`src/rtl/riscv_pkg.sv`:
```
// RV32I(+M) decode table: opcode/funct constants, control-code encodings,
// the control bundle type and the pure decode function.
package riscv_pkg;

  localparam logic [6:0] OP_LUI    = 7'b0110111;
  localparam logic [6:0] OP_AUIPC  = 7'b0010111;
  localparam logic [6:0] OP_JAL    = 7'b1101111;
  localparam logic [6:0] OP_JALR   = 7'b1100111;
  localparam logic [6:0] OP_BRANCH = 7'b1100011;
  localparam logic [6:0] OP_LOAD   = 7'b0000011;
  localparam logic [6:0] OP_STORE  = 7'b0100011;
  localparam logic [6:0] OP_IMM    = 7'b0010011;
  localparam logic [6:0] OP_REG    = 7'b0110011;

  localparam logic [6:0] F7_BASE = 7'b0000000;
  localparam logic [6:0] F7_ALT  = 7'b0100000;
  localparam logic [6:0] F7_MUL  = 7'b0000001;

  localparam logic [2:0] F3_ADD  = 3'b000;
  localparam logic [2:0] F3_SLL  = 3'b001;
  localparam logic [2:0] F3_SLT  = 3'b010;
  localparam logic [2:0] F3_SLTU = 3'b011;
  localparam logic [2:0] F3_XOR  = 3'b100;
  localparam logic [2:0] F3_SR   = 3'b101;
  localparam logic [2:0] F3_OR   = 3'b110;
  localparam logic [2:0] F3_AND  = 3'b111;

  localparam logic [3:0] ALU_NONE = 4'b0000;
  localparam logic [3:0] ALU_SLL  = 4'b0001;
  localparam logic [3:0] ALU_SLT  = 4'b0010;
  localparam logic [3:0] ALU_SLTU = 4'b0011;
  localparam logic [3:0] ALU_XOR  = 4'b0100;
  localparam logic [3:0] ALU_SRL  = 4'b0101;
  localparam logic [3:0] ALU_OR   = 4'b0110;
  localparam logic [3:0] ALU_AND  = 4'b0111;
  localparam logic [3:0] ALU_ADD  = 4'b1000;
  localparam logic [3:0] ALU_SUB  = 4'b1100;
  localparam logic [3:0] ALU_SRA  = 4'b1101;

  localparam logic [2:0] BR_NONE = 3'b000;
  localparam logic [2:0] BR_EQ   = 3'b001;
  localparam logic [2:0] BR_NE   = 3'b010;
  localparam logic [2:0] BR_LT   = 3'b011;
  localparam logic [2:0] BR_GE   = 3'b100;
  localparam logic [2:0] BR_LTU  = 3'b101;
  localparam logic [2:0] BR_GEU  = 3'b110;

  localparam logic [2:0] LD_NONE = 3'b000;
  localparam logic [2:0] LD_B    = 3'b001;
  localparam logic [2:0] LD_H    = 3'b010;
  localparam logic [2:0] LD_W    = 3'b011;
  localparam logic [2:0] LD_BU   = 3'b100;
  localparam logic [2:0] LD_HU   = 3'b101;

  localparam logic [1:0] ST_NONE = 2'b00;
  localparam logic [1:0] ST_B    = 2'b01;
  localparam logic [1:0] ST_H    = 2'b10;
  localparam logic [1:0] ST_W    = 2'b11;

  localparam logic [1:0] WB_ALU = 2'b00;
  localparam logic [1:0] WB_MD  = 2'b01;
  localparam logic [1:0] WB_MEM = 2'b10;
  localparam logic [1:0] WB_PC4 = 2'b11;

  localparam logic [1:0] A_RS1  = 2'b00;
  localparam logic [1:0] A_PC   = 2'b01;
  localparam logic [1:0] A_ZERO = 2'b10;

  localparam logic [1:0] B_RS2  = 2'b00;
  localparam logic [1:0] B_IMM  = 2'b01;

  typedef struct packed {
    logic [4:0]  rd;
    logic [4:0]  rs1;
    logic [4:0]  rs2;
    logic        reg_write;
    logic [1:0]  memtoreg;
    logic [1:0]  st_cntr;
    logic [2:0]  ld_cntr;
    logic [1:0]  alu_a;
    logic [1:0]  alu_b;
    logic [3:0]  alu_cntr;
    logic [31:0] imm;
    logic [2:0]  branch_cntr;
    logic        jal;
    logic        jalr;
    logic        md_op;
    logic [2:0]  md_funct;
    logic        illegal;
  } ctrl_t;

  function automatic logic [3:0] alu_of(input logic [2:0] f3, input logic alt, input logic is_reg);
    logic [3:0] a;
    case (f3)
      F3_ADD:  a = (is_reg && alt) ? ALU_SUB : ALU_ADD;
      F3_SLL:  a = ALU_SLL;
      F3_SLT:  a = ALU_SLT;
      F3_SLTU: a = ALU_SLTU;
      F3_XOR:  a = ALU_XOR;
      F3_SR:   a = alt ? ALU_SRA : ALU_SRL;
      F3_OR:   a = ALU_OR;
      default: a = ALU_AND;
    endcase
    return a;
  endfunction

  function automatic ctrl_t decode(input logic [31:0] instr, input logic m_ext);
    ctrl_t c;
    logic [6:0] op;
    logic [2:0] f3;
    logic [6:0] f7;
    c = '0;
    op = instr[6:0];
    f3 = instr[14:12];
    f7 = instr[31:25];
    c.rd  = instr[11:7];
    c.rs1 = instr[19:15];
    c.rs2 = instr[24:20];
    case (op)
      OP_LUI, OP_AUIPC: begin
        c.reg_write = 1'b1;
        c.alu_a     = (op == OP_LUI) ? A_ZERO : A_PC;
        c.alu_b     = B_IMM;
        c.alu_cntr  = ALU_ADD;
        c.imm       = {instr[31:12], 12'b0};
      end
      OP_JAL: begin
        c.reg_write = 1'b1;
        c.jal       = 1'b1;
        c.memtoreg  = WB_PC4;
        c.alu_a     = A_PC;
        c.alu_b     = B_IMM;
        c.alu_cntr  = ALU_ADD;
        c.imm       = {{11{instr[31]}}, instr[31], instr[19:12], instr[20], instr[30:21], 1'b0};
      end
      OP_JALR: begin
        c.reg_write = 1'b1;
        c.jalr      = 1'b1;
        c.memtoreg  = WB_PC4;
        c.alu_b     = B_IMM;
        c.alu_cntr  = ALU_ADD;
        c.imm       = {{20{instr[31]}}, instr[31:20]};
      end
      OP_BRANCH: begin
        c.alu_cntr = ALU_SUB;
        c.imm      = {{19{instr[31]}}, instr[31], instr[7], instr[30:25], instr[11:8], 1'b0};
        case (f3)
          3'b000:  c.branch_cntr = BR_EQ;
          3'b001:  c.branch_cntr = BR_NE;
          3'b100:  c.branch_cntr = BR_LT;
          3'b101:  c.branch_cntr = BR_GE;
          3'b110:  c.branch_cntr = BR_LTU;
          3'b111:  c.branch_cntr = BR_GEU;
          default: c.illegal = 1'b1;
        endcase
      end
      OP_LOAD: begin
        c.reg_write = 1'b1;
        c.memtoreg  = WB_MEM;
        c.alu_b     = B_IMM;
        c.alu_cntr  = ALU_ADD;
        c.imm       = {{20{instr[31]}}, instr[31:20]};
        case (f3)
          3'b000:  c.ld_cntr = LD_B;
          3'b001:  c.ld_cntr = LD_H;
          3'b010:  c.ld_cntr = LD_W;
          3'b100:  c.ld_cntr = LD_BU;
          3'b101:  c.ld_cntr = LD_HU;
          default: c.illegal = 1'b1;
        endcase
      end
      OP_STORE: begin
        c.alu_b    = B_IMM;
        c.alu_cntr = ALU_ADD;
        c.imm      = {{20{instr[31]}}, instr[31:25], instr[11:7]};
        case (f3)
          3'b000:  c.st_cntr = ST_B;
          3'b001:  c.st_cntr = ST_H;
          3'b010:  c.st_cntr = ST_W;
          default: c.illegal = 1'b1;
        endcase
      end
      OP_IMM: begin
        c.reg_write = 1'b1;
        c.alu_b     = B_IMM;
        c.alu_cntr  = alu_of(f3, instr[30], 1'b0);
        c.imm       = (f3 == F3_SLL || f3 == F3_SR) ? {27'b0, instr[24:20]}
                                                    : {{20{instr[31]}}, instr[31:20]};
      end
      OP_REG: begin
        if (f7 == F7_MUL) begin
          if (m_ext) begin
            c.md_op     = 1'b1;
            c.md_funct  = f3;
            c.reg_write = 1'b1;
            c.memtoreg  = WB_MD;
            c.alu_cntr  = ALU_NONE;
          end else begin
            c.illegal = 1'b1;
          end
        end else begin
          c.reg_write = 1'b1;
          c.alu_cntr  = alu_of(f3, (f7 == F7_ALT), 1'b1);
        end
      end
      default: c.illegal = 1'b1;
    endcase
    if (instr[1:0] != 2'b11) c.illegal = 1'b1;
    if (c.illegal) begin
      c.reg_write   = 1'b0;
      c.st_cntr     = ST_NONE;
      c.branch_cntr = BR_NONE;
      c.jal         = 1'b0;
      c.jalr        = 1'b0;
      c.md_op       = 1'b0;
      c.imm         = '0;
    end
    return c;
  endfunction

endpackage

```
`src/rtl/instr_fifo.sv`:
```
// Power-of-2 circular instruction queue with occupancy count and flush.
module instr_fifo #(
  parameter int unsigned DEPTH = 4,
  parameter int unsigned W     = 64
) (
  input  logic                     clk,
  input  logic                     rst,
  input  logic                     flush,
  input  logic                     push,
  input  logic [W-1:0]             wdata,
  input  logic                     pop,
  output logic [W-1:0]             rdata,
  output logic [$clog2(DEPTH):0]   count,
  output logic                     full,
  output logic                     empty
);
  localparam int unsigned AW = $clog2(DEPTH);

  logic [W-1:0]  mem [DEPTH];
  logic [AW-1:0] wr_ptr;
  logic [AW-1:0] rd_ptr;
  logic          do_push;
  logic          do_pop;

  assign full    = (count == (AW+1)'(DEPTH));
  assign empty   = (count == '0);
  assign do_push = push && !full && !flush;
  assign do_pop  = pop && !empty && !flush;
  assign rdata   = mem[rd_ptr];

  // Storage array; no reset needed, entries are only read once written.
  always_ff @(posedge clk) begin
    if (do_push) mem[wr_ptr] <= wdata;
  end

  // Pointer and occupancy bookkeeping; pointers wrap naturally at DEPTH.
  always_ff @(posedge clk) begin
    if (rst || flush) begin
      wr_ptr <= '0;
      rd_ptr <= '0;
      count  <= '0;
    end else begin
      if (do_push) wr_ptr <= wr_ptr + 1'b1;
      if (do_pop)  rd_ptr <= rd_ptr + 1'b1;
      case ({do_push, do_pop})
        2'b10:   count <= count + 1'b1;
        2'b01:   count <= count - 1'b1;
        default: count <= count;
      endcase
    end
  end

endmodule

```
`src/rtl/decode_stage.sv`:
```
// Buffered RV32 decode stage: instruction queue, bypass path and a
// registered control bundle with its own valid/ready handshake.
module decode_stage
  import riscv_pkg::*;
#(
  parameter int unsigned DEPTH = 4,
  parameter int unsigned PC_W  = 32,
  parameter int unsigned M_EXT = 1
) (
  input  logic                   clk,
  input  logic                   rst,
  input  logic                   flush,
  input  logic                   in_valid,
  output logic                   in_ready,
  input  logic [31:0]            in_instr,
  input  logic [PC_W-1:0]        in_pc,
  output logic                   out_valid,
  input  logic                   out_ready,
  output logic [PC_W-1:0]        out_pc,
  output logic [4:0]             rd,
  output logic [4:0]             rs1,
  output logic [4:0]             rs2,
  output logic                   reg_write,
  output logic [1:0]             memtoreg,
  output logic [1:0]             st_cntr,
  output logic [2:0]             ld_cntr,
  output logic [1:0]             alu_a,
  output logic [1:0]             alu_b,
  output logic [3:0]             alu_cntr,
  output logic [31:0]            imm,
  output logic [2:0]             branch_cntr,
  output logic                   jal,
  output logic                   jalr,
  output logic                   md_op,
  output logic [2:0]             md_funct,
  output logic                   illegal,
  output logic [$clog2(DEPTH):0] count
);
  localparam int unsigned W = 32 + PC_W;

  logic            fifo_full;
  logic            fifo_empty;
  logic            fifo_push;
  logic            fifo_pop;
  logic [W-1:0]    head;
  logic            load;
  logic            accept;
  logic            bypass;
  logic            have_src;
  logic [31:0]     src_instr;
  logic [PC_W-1:0] src_pc;
  ctrl_t           dec;
  ctrl_t           ctrl_q;
  logic [PC_W-1:0] pc_q;

  instr_fifo #(.DEPTH(DEPTH), .W(W)) u_fifo (
    .clk   (clk),
    .rst   (rst),
    .flush (flush),
    .push  (fifo_push),
    .wdata ({in_instr, in_pc}),
    .pop   (fifo_pop),
    .rdata (head),
    .count (count),
    .full  (fifo_full),
    .empty (fifo_empty)
  );

  // Output register advances when empty or being drained. The queue head
  // has priority; an empty queue lets the incoming word skip straight in.
  assign in_ready  = !rst && !fifo_full;
  assign load      = !out_valid || out_ready;
  assign accept    = in_valid && in_ready;
  assign bypass    = load && fifo_empty && accept;
  assign fifo_push = accept && !bypass;
  assign fifo_pop  = load && !fifo_empty;
  assign have_src  = !fifo_empty || accept;
  assign src_instr = fifo_empty ? in_instr : head[W-1:PC_W];
  assign src_pc    = fifo_empty ? in_pc    : head[PC_W-1:0];
  assign dec       = decode(src_instr, (M_EXT != 0));

  // Registered control bundle; flush and reset clear it outright.
  always_ff @(posedge clk) begin
    if (rst || flush) begin
      out_valid <= 1'b0;
      ctrl_q    <= '0;
      pc_q      <= '0;
    end else if (load) begin
      out_valid <= have_src;
      if (have_src) begin
        ctrl_q <= dec;
        pc_q   <= src_pc;
      end
    end
  end

  assign out_pc      = pc_q;
  assign rd          = ctrl_q.rd;
  assign rs1         = ctrl_q.rs1;
  assign rs2         = ctrl_q.rs2;
  assign reg_write   = ctrl_q.reg_write;
  assign memtoreg    = ctrl_q.memtoreg;
  assign st_cntr     = ctrl_q.st_cntr;
  assign ld_cntr     = ctrl_q.ld_cntr;
  assign alu_a       = ctrl_q.alu_a;
  assign alu_b       = ctrl_q.alu_b;
  assign alu_cntr    = ctrl_q.alu_cntr;
  assign imm         = ctrl_q.imm;
  assign branch_cntr = ctrl_q.branch_cntr;
  assign jal         = ctrl_q.jal;
  assign jalr        = ctrl_q.jalr;
  assign md_op       = ctrl_q.md_op;
  assign md_funct    = ctrl_q.md_funct;
  assign illegal     = ctrl_q.illegal;

endmodule

```
`config.mk`:
```
export PLATFORM = sky130hd
export DESIGN_NAME = decode_stage
export DESIGN_NICKNAME = d
export VERILOG_FILES = /design/src/rtl/riscv_pkg.sv /design/src/rtl/instr_fifo.sv /design/src/rtl/decode_stage.sv
export SDC_FILE = /design/constraint.sdc
export NUM_CORES = 1
export LEC_CHECK = 0
export ABC_AREA = 0
export BUFFER_PORTS_ARGS = -buffer_cell sky130_fd_sc_hd__buf_2
export CORE_MARGIN = 3
export CORE_UTILIZATION = 35
export CTS_BUF_LIST = sky130_fd_sc_hd__clkbuf_2 sky130_fd_sc_hd__clkbuf_4 sky130_fd_sc_hd__clkbuf_8
export DETAILED_ROUTE_END_ITERATION = 12
export PLACE_DENSITY = 0.5
export SLEW_MARGIN = 30
export SYNTH_ARGS = -nofsm -noshare
export SYNTH_HDL_FRONTEND = slang
export SYNTH_SLANG_ARGS = --single-unit
```
`constraint.sdc`:
```
create_clock -name clk -period 3.86 [get_ports clk]
set_clock_uncertainty 0.1 [all_clocks]
set_input_delay 0.772 -clock clk [delete_from_list [all_inputs] [get_ports clk]]
set_output_delay 0.772 -clock clk [all_outputs]
set_load 0.02 [all_outputs]
```
==> results of run 1 <==
-- layout make-up --
| type | instances | area, um2 |
|---|---|---|
| clock buffers | 107 | 1285 |
| diodes | 2 | 5.005 |
| fillers | 3809 | 23480 |
| multi-input cells | 612 | 4607 |
| clock inverters | 14 | 101.3 |
| flip-flops and latches | 370 | 9977 |
| well taps | 532 | 665.6 |
| inverters | 10 | 37.54 |
| repair buffers | 209 | 1226 |
-- worst max-delay path: stages (launching register included) --
cell and delay [ns]:
dfxtp_4 0.59, buf_4 0.49, mux4_2 0.44, mux2i_1 0.41, nand2_1 0.14, o211ai_1 0.26, a41oi_2 0.43, a21oi_1 0.27
o21ai_1 0.08
-- per-layer routing --
metal	up-vias	GRT usage	routed length, um
li1	4457	-	-
met1	4807	0.2588	18430
met2	351	0.2781	18380
met3	83	0.05150	3206
met4	8	0.05658	978
met5	-	0	53
-- how the worst max path moves through the flow --
stage	cells after the start	endpoint	from
4_1_cts	8	imm[29]	u_fifo.count[1]
5_1_grt	8	imm[25]	flop
2_1_floorplan	8	u_fifo.mem[0][0]	u_fifo.count[0]
3_3_place_gp	6	u_fifo.mem[2][4]	out_ready
3_5_place_dp	6	u_fifo.mem[2][2]	out_ready
6_report	8	imm[25]	flop
-- cells in the final DEF (no fill, tap or decap), types with 10 or more instances in the layout --
| cell type | Yosys | layout |
|---|---|---|
| edfxtp_1 | 256 | 256 |
| clkbuf_4 | 0 | 30 |
| nand3_1 | 13 | 13 |
| nor2_1 | 107 | 106 |
| clkbuf_8 | 0 | 77 |
| buf_4 | 3 | 24 |
| o21ai_0 | 11 | 11 |
| nand2_1 | 149 | 149 |
| inv_1 | 10 | 10 |
| nor3_1 | 25 | 24 |
| a21oi_1 | 40 | 39 |
| mux4_2 | 64 | 64 |
| a211oi_1 | 14 | 14 |
| a311oi_1 | 32 | 32 |
| buf_2 | 17 | 177 |
| mux2i_1 | 22 | 22 |
| o21ai_1 | 22 | 22 |
| nand2b_1 | 10 | 10 |
| dfxtp_1 | 114 | 112 |
-- per-stage QoR --
step           power (mW)  hold slack [ns]  worst slack, ns
2_1_floorplan       4.518           0.3847           0.6319
3_3_place_gp        4.683           0.3322           0.3658
3_5_place_dp        4.686           0.3372           0.3269
4_1_cts             8.500           0.2259           0.4589
5_1_grt             8.702           0.2404           0.2293
6_report            8.377           0.2897           0.4725
-- flip-flops by register name (all words and copies together) (netlist names), 3 cells and up, named ones only --
signal,count
alu_cntr,4
branch_cntr,3
imm,32
ld_cntr,3
md_funct,3
out_pc,32
rd,5
rs1,5
rs2,5
u_fifo.count,3
u_fifo.mem,256
-- power by group --
part / switching [mW] / internal [mW] / leakage, nW
Sequential: 0.0119 / 4.26 / 3.22
Combinational: 0.234 / 0.101 / 2.29
Clock: 1.64 / 2.13 / 0.744
Total: 1.89 / 6.49 / 6.26
-- logic make-up after synthesis --
kind of cell	share of synthesized area
flip-flops	0.6700
adder cells (fa/ha/maj)	0.005550
XOR/XNOR	0.003532
other	0.0002520
buffers and inverters	0.02287
AND/OR/NAND/NOR	0.1022
multiplexers	0.1188
AO/OA/AOI/OAI	0.07685
==> out/metrics.yaml, run 1 <==
floorplan:
  die_y_um: 212.2
  die-area_um2: 45030
  die_w_um: 212.2
  fp-row-count: 74
  io_pins: 179
  core-area_um2: 41390
  start_util: 0.3595
final_layout:
  final_area_um2: 17900
  final_util: 0.4326
  fin_nets: 1344
  drive_gt1_frac: 0.3238
  layoutNonFillerInstCount: 1856
  area_growth_pct: 20.32
cts:
  clkTransAtPathRegs_ns: 0.06
  tritoncts: "built"
  clockBufferDepth: 3
  root_buffer: "clkbuf_8"
  numClockSinks: 370
  hold_buffers: 0
  htree_num_levels: 3
  cts.repair.resized: 0
  clkLatencyLatePin_ns: 0.61
  cts_buffers: 66
  postCtsSetupBuffers: 0
detailed_routing:
  ant_nets: 0
  first_pass_iters: 5
  viasPerCell: 5.230
  wire_per_inst_um: 22.12
  vias: 9706
  drt-initial-drc-count: 727
  drt_wl_total_um: 41050
  drc_errors: 0
timing:
  min_period_ns: 3.388
  setup_viol: 0
  finalSetupTns_ns: 0
  min_period_over_period: 0.8776
  max_freq_mhz: 295.2
  slew_violations: 0
  hold_viol_final: 0
  relSlewSlack: 0.4336
  rsz0062_at_grt: "false"
  worst_pin_slew_ns: 0.8495
global_routing:
  grt_pass1_wl_um: 62030
  grt_max_degree: 65
  grt_pass1_vias: 9812
  antenna_found_initial: 6
  grt_remaining_overflow: 0
  grt_usage: 0.1837
setup_path:
  crit_path_end_kind: "flop"
  crit_fanout: 30
  worstPathRequired_ns: 4.24
  crit_type: "flop to flop"
  reg2reg_depth: 8
  r2r_setup_slack_ns: 0.47
  start_kind: "flop"
  critPathArrivalTime_ns: 3.77
  rr_endpoint: "imm[25]"
power_and_ir_drop:
  power.density_nw_per_um2: 467.9
  power_leakage_nw: 6.256
  ir_drop_uv: 222.4
worst_hold_path:
  min_to: "u_fifo.mem[1][9]"
  hold_path_depth: 1
  hold_path_class: "input port to flop"
  min-delay-start: "in_pc[9]"
synth:
  synth_commonest_cells: "edfxtp_1 (256), nand2_1 (149), dfxtp_1 (114)"
  syn_inst: 1056
  yosys.cell_types.count: 68
  syn_area_per_cell_um2: 14.09
  postSynth.asyncResetShare: 0
  syn_nets: 1131
  yosys_warnings: 0
  synth_most_common_cell: "edfxtp_1"
  synth_area_leaders: "edfxtp_1 (52%), dfxtp_1 (15%), mux4_2 (9.7%), nand2_1 (3.8%), nor2_1 (2.7%)"
  synth_area_leader_cell: "edfxtp_1"
  ys_seq_area_frac: 0.6700
  synth_top_area_share: 0.5166
  synth_seq_cells: 370
  ys.flop_type: "edfxtp_1"
  syn-cell-area_um2: 14880
  synth-edff-count: 256
placed_design:
  hpwl_um: 26610
  placed_area_um2: 16510
  gp_congestion: 0.8301
  dp.cells: 1733
  numPortBuffers: 177
flow_run:
  cap_violations: 0
outcome:
  status: "finished clean"
Power figures use the tool's default switching activity.
==> inputs of run 2 (changes only) <==
--- a/config.mk
+++ b/config.mk
@@ -7,7 +7,6 @@
 export LEC_CHECK = 0
 export ABC_AREA = 0
 export BUFFER_PORTS_ARGS = -buffer_cell sky130_fd_sc_hd__buf_2
-export CORE_MARGIN = 3
 export CORE_UTILIZATION = 35
 export CTS_BUF_LIST = sky130_fd_sc_hd__clkbuf_2 sky130_fd_sc_hd__clkbuf_4 sky130_fd_sc_hd__clkbuf_8
 export DETAILED_ROUTE_END_ITERATION = 12
==> out/metrics.yaml, run 2 (synthesized netlist as in run 1, its figures left out) <==
setup_path:
  start_kind: "flop"
  max_stage_delay_ns: 0.61
  r2r_setup_slack_ns: 0.44
  crit_chain: "or3_4 > mux2_2 > and2_1 > nor4b_1 > a311oi_2 > nand3_2 > o31ai_1"
  timing.rr.start: "u_fifo.count[0]"
  cp_slowest_cell: "or3_4"
  path_buf_inv: 0
  worstPathRequired_ns: 4.31
  cp_top_family: "simple AND/OR/NAND/NOR gates"
  crit_fanout: 45
  crit_path_end_kind: "flop"
  critPathArrivalTime_ns: 3.87
  reg2reg_depth: 7
  rr_endpoint: "imm[9]"
  crit_type: "flop to flop"
detailed_routing:
  drt-initial-drc-count: 575
  viasPerCell: 5.177
  wire_per_inst_um: 21.46
  ant_nets: 0
  drc_errors: 0
  vias: 9614
  drt_wl_total_um: 39860
  first_pass_iters: 7
cts:
  clockBufferDepth: 3
  clkLatencyLatePin_ns: 0.65
  postCtsSetupBuffers: 0
  cts.repair.resized: 0
  clkTransAtPathRegs_ns: 0.06
  tritoncts: "built"
  htree_num_levels: 2
  numClockSinks: 370
  hold_buffers: 0
  cts_buffers: 61
  root_buffer: "clkbuf_8"
floorplan:
  io_pins: 179
  die_w_um: 208.2
  die-area_um2: 43350
  core-area_um2: 41950
  fp-row-count: 75
  die_y_um: 208.2
  start_util: 0.3548
worst_hold_path:
  hold_path_depth: 1
  hold_path_class: "input port to flop"
  min_to: "u_fifo.mem[3][59]"
  min-delay-start: "in_instr[27]"
power_and_ir_drop:
  clkPwrFrac: 0.433
  combinationalPowerShare: 0.040
  sequentialPowerShare: 0.527
  power_leakage_nw: 6.187
  power.density_nw_per_um2: 455.5
  ir_drop_uv: 269.5
  p_int_mw: 6.311
  p_sw_mw: 1.791
  sw_frac_of_total: 0.2211
final_layout:
  mostFrequentLayoutCell: "edfxtp_1"
  final_cell_mix: "edfxtp_1 (256), buf_2 (177), nand2_1 (149)"
  area_growth_pct: 19.52
  largest_reg_flops: 256
  regMostFlops: "u_fifo.mem"
  fin_nets: 1338
  final_util: 0.4240
  layoutNonFillerInstCount: 1857
  drive_gt1_frac: 0.3176
timing:
  slew_violations: 0
  setup_viol: 0
  min_period_over_period: 0.8867
  worst_pin_slew_ns: 0.8801
  finalSetupTns_ns: 0
  hold_viol_final: 0
  rsz0062_at_grt: "false"
  min_period_ns: 3.423
  relSlewSlack: 0.4133
  max_freq_mhz: 292.2
flow_run:
  cap_violations: 0
outcome:
  status: "finished clean"
global_routing:
  grt_pass1_vias: 9667
  grt_remaining_overflow: 0
  grt_max_degree: 105
  grt_pass1_wl_um: 61020
  grt_usage: 0.1865
  antenna_found_initial: 4
placed_design:
  dp.cells: 1739
  hpwl_um: 25460
  numPortBuffers: 177
  gp_congestion: 0.9054
-- run 2: how the worst max path moves through the flow --
stage               startpoint  slack, ns  cells after the start           endpoint
5_1_grt        u_fifo.count[2]       0.20                      7             imm[9]
3_3_place_gp         out_ready       0.59                      6  u_fifo.mem[0][13]
6_report       u_fifo.count[0]       0.44                      7             imm[9]
2_1_floorplan  u_fifo.count[0]       0.63                      8   u_fifo.mem[0][0]
4_1_cts        u_fifo.count[2]       0.39                      7             imm[9]
3_5_place_dp   u_fifo.count[2]       0.49                      7             imm[6]
-- run 2: area by class of cell --
cell class              instances  area, um2
well taps                     539      674.4
multi-input cells             612       4612
repair buffers                208       1206
fillers                      3896      24160
clock inverters                15      71.32
inverters                      10      37.54
diodes                          2      5.005
flip-flops and latches        370       9977
clock buffers                 101       1202
-- run 2: power by group through the flow --
stage,Sequential (mW),Clock (mW),Combinational [mW]
finish,4.27,3.51,0.327
global route,4.27,3.80,0.359
CTS,4.27,3.63,0.330
detailed placement,4.35,0,0.329
global placement,4.35,0,0.325
floorplan,4.37,0,0.143
-- run 2: metrics by stage --
step,hold WS [ns],worst slack (ns),instance area (um2),power (mW)
floorplan,0.3847,0.6319,14890,4.518
global placement,0.3334,0.5929,16500,4.674
detailed placement,0.3393,0.4856,16510,4.678
CTS,0.1923,0.3861,17780,8.225
global route,0.2197,0.1966,17780,8.423
finish,0.2645,0.4373,17790,8.102
-- run 2: layer usage --
metal / share of wire / track usage / up-vias / routed length (um)
li1: - / - / 4437 / -
met1: 0.46 / 0.2592 / 4812 / 18260
met2: 0.46 / 0.2935 / 286 / 18410
met3: 0.057 / 0.03774 / 75 / 2290
met4: 0.022 / 0.05900 / 4 / 871
met5: 0.00070 / 0 / - / 28
-- run 2: worst register-to-register path, stage by stage (launching register included) --
cell and delay [ns]:
dfxtp_1 0.46, or3_4 0.61, mux2_2 0.50, and2_1 0.19, nor4b_1 0.16, a311oi_2 0.27
nand3_2 0.57, o31ai_1 0.46
==> inputs of run 3 (changes only) <==
--- a/config.mk
+++ b/config.mk
@@ -7,10 +7,11 @@
 export LEC_CHECK = 0
 export ABC_AREA = 0
 export BUFFER_PORTS_ARGS = -buffer_cell sky130_fd_sc_hd__buf_2
+export CAP_MARGIN = 20
 export CORE_UTILIZATION = 35
 export CTS_BUF_LIST = sky130_fd_sc_hd__clkbuf_2 sky130_fd_sc_hd__clkbuf_4 sky130_fd_sc_hd__clkbuf_8
 export DETAILED_ROUTE_END_ITERATION = 12
-export PLACE_DENSITY = 0.5
+export PLACE_DENSITY = 0.49
 export SLEW_MARGIN = 30
 export SYNTH_ARGS = -nofsm -noshare
 export SYNTH_HDL_FRONTEND = slang
==> constraint.sdc (replaced) <==
create_clock -name clk -period 4.2 [get_ports clk]
set_clock_uncertainty 0.1 [all_clocks]
set_input_delay 0.84 -clock clk [delete_from_list [all_inputs] [get_ports clk]]
set_output_delay 0.84 -clock clk [all_outputs]
set_load 0.02 [all_outputs]
==> out/metrics.yaml, run 3 (synthesized netlist as in run 1, its figures left out) <==
power_and_ir_drop:
  combinationalPowerShare: 0.037
  p_int_mw: 6.131
  power.density_nw_per_um2: 436.4
  ir_drop_uv: 324.9
  p_sw_mw: 1.678
  sw_frac_of_total: 0.2149
  clkPwrFrac: 0.460
  sequentialPowerShare: 0.502
  power_leakage_nw: 6.241
final_layout:
  area_growth_pct: 20.26
  regMostFlops: "u_fifo.mem"
  final_cell_mix: "edfxtp_1 (256), buf_2 (177), nand2_1 (149)"
  final_area_um2: 17890
  layoutNonFillerInstCount: 1853
  largest_reg_flops: 256
  fin_nets: 1336
  mostFrequentLayoutCell: "edfxtp_1"
  drive_gt1_frac: 0.3191
  final.fill_count: 3882
timing:
  rsz0062_at_grt: "false"
  hold_ws_ns: 0.3433
  relSlewSlack: 0.3441
  min_period_over_period: 0.9321
  max_freq_mhz: 255.4
  setup_viol: 0
  hold_viol_final: 0
  worst_pin_slew_ns: 0.9838
  finalSetupTns_ns: 0
  min_period_ns: 3.915
  slew_violations: 0
detailed_routing:
  viasPerCell: 5.189
  dr_wl_met3_um: 2565
  first_pass_iters: 5
  drc_errors: 0
  met1Wirelength_um: 17640
  dr_wl_met2_um: 18400
  top_layer: "met5"
  drt-initial-drc-count: 644
  vias: 9615
  ant_nets: 0
  drt_wl_total_um: 39500
  wire_per_inst_um: 21.32
setup_path:
  critPathArrivalTime_ns: 4.34
  worstPathRequired_ns: 4.63
  crit_type: "flop to flop"
  crit_path_end_kind: "flop"
  start_kind: "flop"
  reg2reg_depth: 7
  rr_endpoint: "imm[8]"
  crit_fanout: 27
  r2r_setup_slack_ns: 0.29
floorplan:
  start_util: 0.3548
  die_y_um: 208.2
  core-area_um2: 41950
  die_w_um: 208.2
  fp-row-count: 75
  die-area_um2: 43350
  io_pins: 179
cts:
  root_buffer: "clkbuf_8"
  tritoncts: "built"
  clkTransAtPathRegs_ns: 0.07
  htree_num_levels: 2
  cts_buffers: 61
  postCtsSetupBuffers: 0
  cts.repair.resized: 0
  clockBufferDepth: 3
  clkLatencyLatePin_ns: 0.64
  numClockSinks: 370
  hold_buffers: 0
placed_design:
  numPortBuffers: 177
  dp.cells: 1737
  placed_area_um2: 16450
  gp_congestion: 0.8336
  hpwl_um: 26070
worst_hold_path:
  hold_path_class: "flop to flop"
  hold_path_depth: 2
  min_to: "branch_cntr[0]"
  min-delay-start: "branch_cntr[0]"
global_routing:
  antenna_found_initial: 4
  grt_pass1_vias: 9530
  grt_remaining_overflow: 0
  grt_pass1_wl_um: 60420
  grt_usage: 0.1847
  grt_max_degree: 55
outcome:
  status: "finished clean"
flow_run:
  cap_violations: 0
==> run 3: cell types whose count changed in the layout (fill, tap and decap cells not counted), moves of 3 or more <==
cell | before | now
clkbuf_4 | 30 | 15
clkbuf_8 | 71 | 79
bufinv_16 | 0 | 5
clkinv_1 | 7 | 3
buf_12 | 7 | 4
clkinv_2 | 6 | 9
==> run 3: worst max path at each step <==
stage,endpoint,cells after the start
2_1_floorplan,u_fifo.mem[1][0],8
3_5_place_dp,imm[31],7
4_1_cts,imm[8],7
5_1_grt,imm[8],7
6_report,imm[8],7
3_3_place_gp,imm[9],7
==> run 3: per-stage QoR <==
step / util / worst slack (ns) / total power, mW
after floorplan: - / 0.2841 / 4.152
after global placement: 0.3922 / 0.4032 / 4.287
after detailed placement: 0.3923 / 0.3218 / 4.292
after CTS: 0.4265 / 0.2912 / 7.920
after global routing: 0.4266 / 0.06001 / 8.101
final: 0.4266 / 0.2852 / 7.808
==> run 3: power groups by stage <==
stage,Clock (mW),Sequential (mW),Combinational (mW)
after floorplan,0,4.02,0.131
after global placement,0,4.00,0.291
after detailed placement,0,4.00,0.295
after CTS,3.70,3.92,0.296
after global routing,3.86,3.92,0.322
final,3.60,3.92,0.293
==> run 3: area by class of cell <==
type / count / area, um2 / area share
antenna: 1 / 2.502 / 0.0001398
clock buffer: 94 / 1200 / 0.06705
clock inverter: 21 / 237.7 / 0.01328
inverter: 10 / 37.54 / 0.002098
multi-input combinational: 612 / 4612 / 0.2577
sequential: 370 / 9977 / 0.5575
tap: 539 / 674.4 / 0.03769
timing repair buffer: 206 / 1154 / 0.06447
==> run 3: routing by layer <==
layer  global-route usage  vias to the layer above
li1                     -                     4425
met1               0.2491                     4829
met2               0.2939                      292
met3              0.04392                       63
met4              0.05951                        6
met5                    0                        -
==> run 3: worst max-delay path, stage by stage, from the launching register on <==
cell      delay, ns
dfxtp_4        0.49
mux4_2         0.56
mux2_2         0.34
and2_1         0.19
nor4b_1        0.16
a311oi_2       0.78
nand3_2        0.73
o31ai_1        0.42
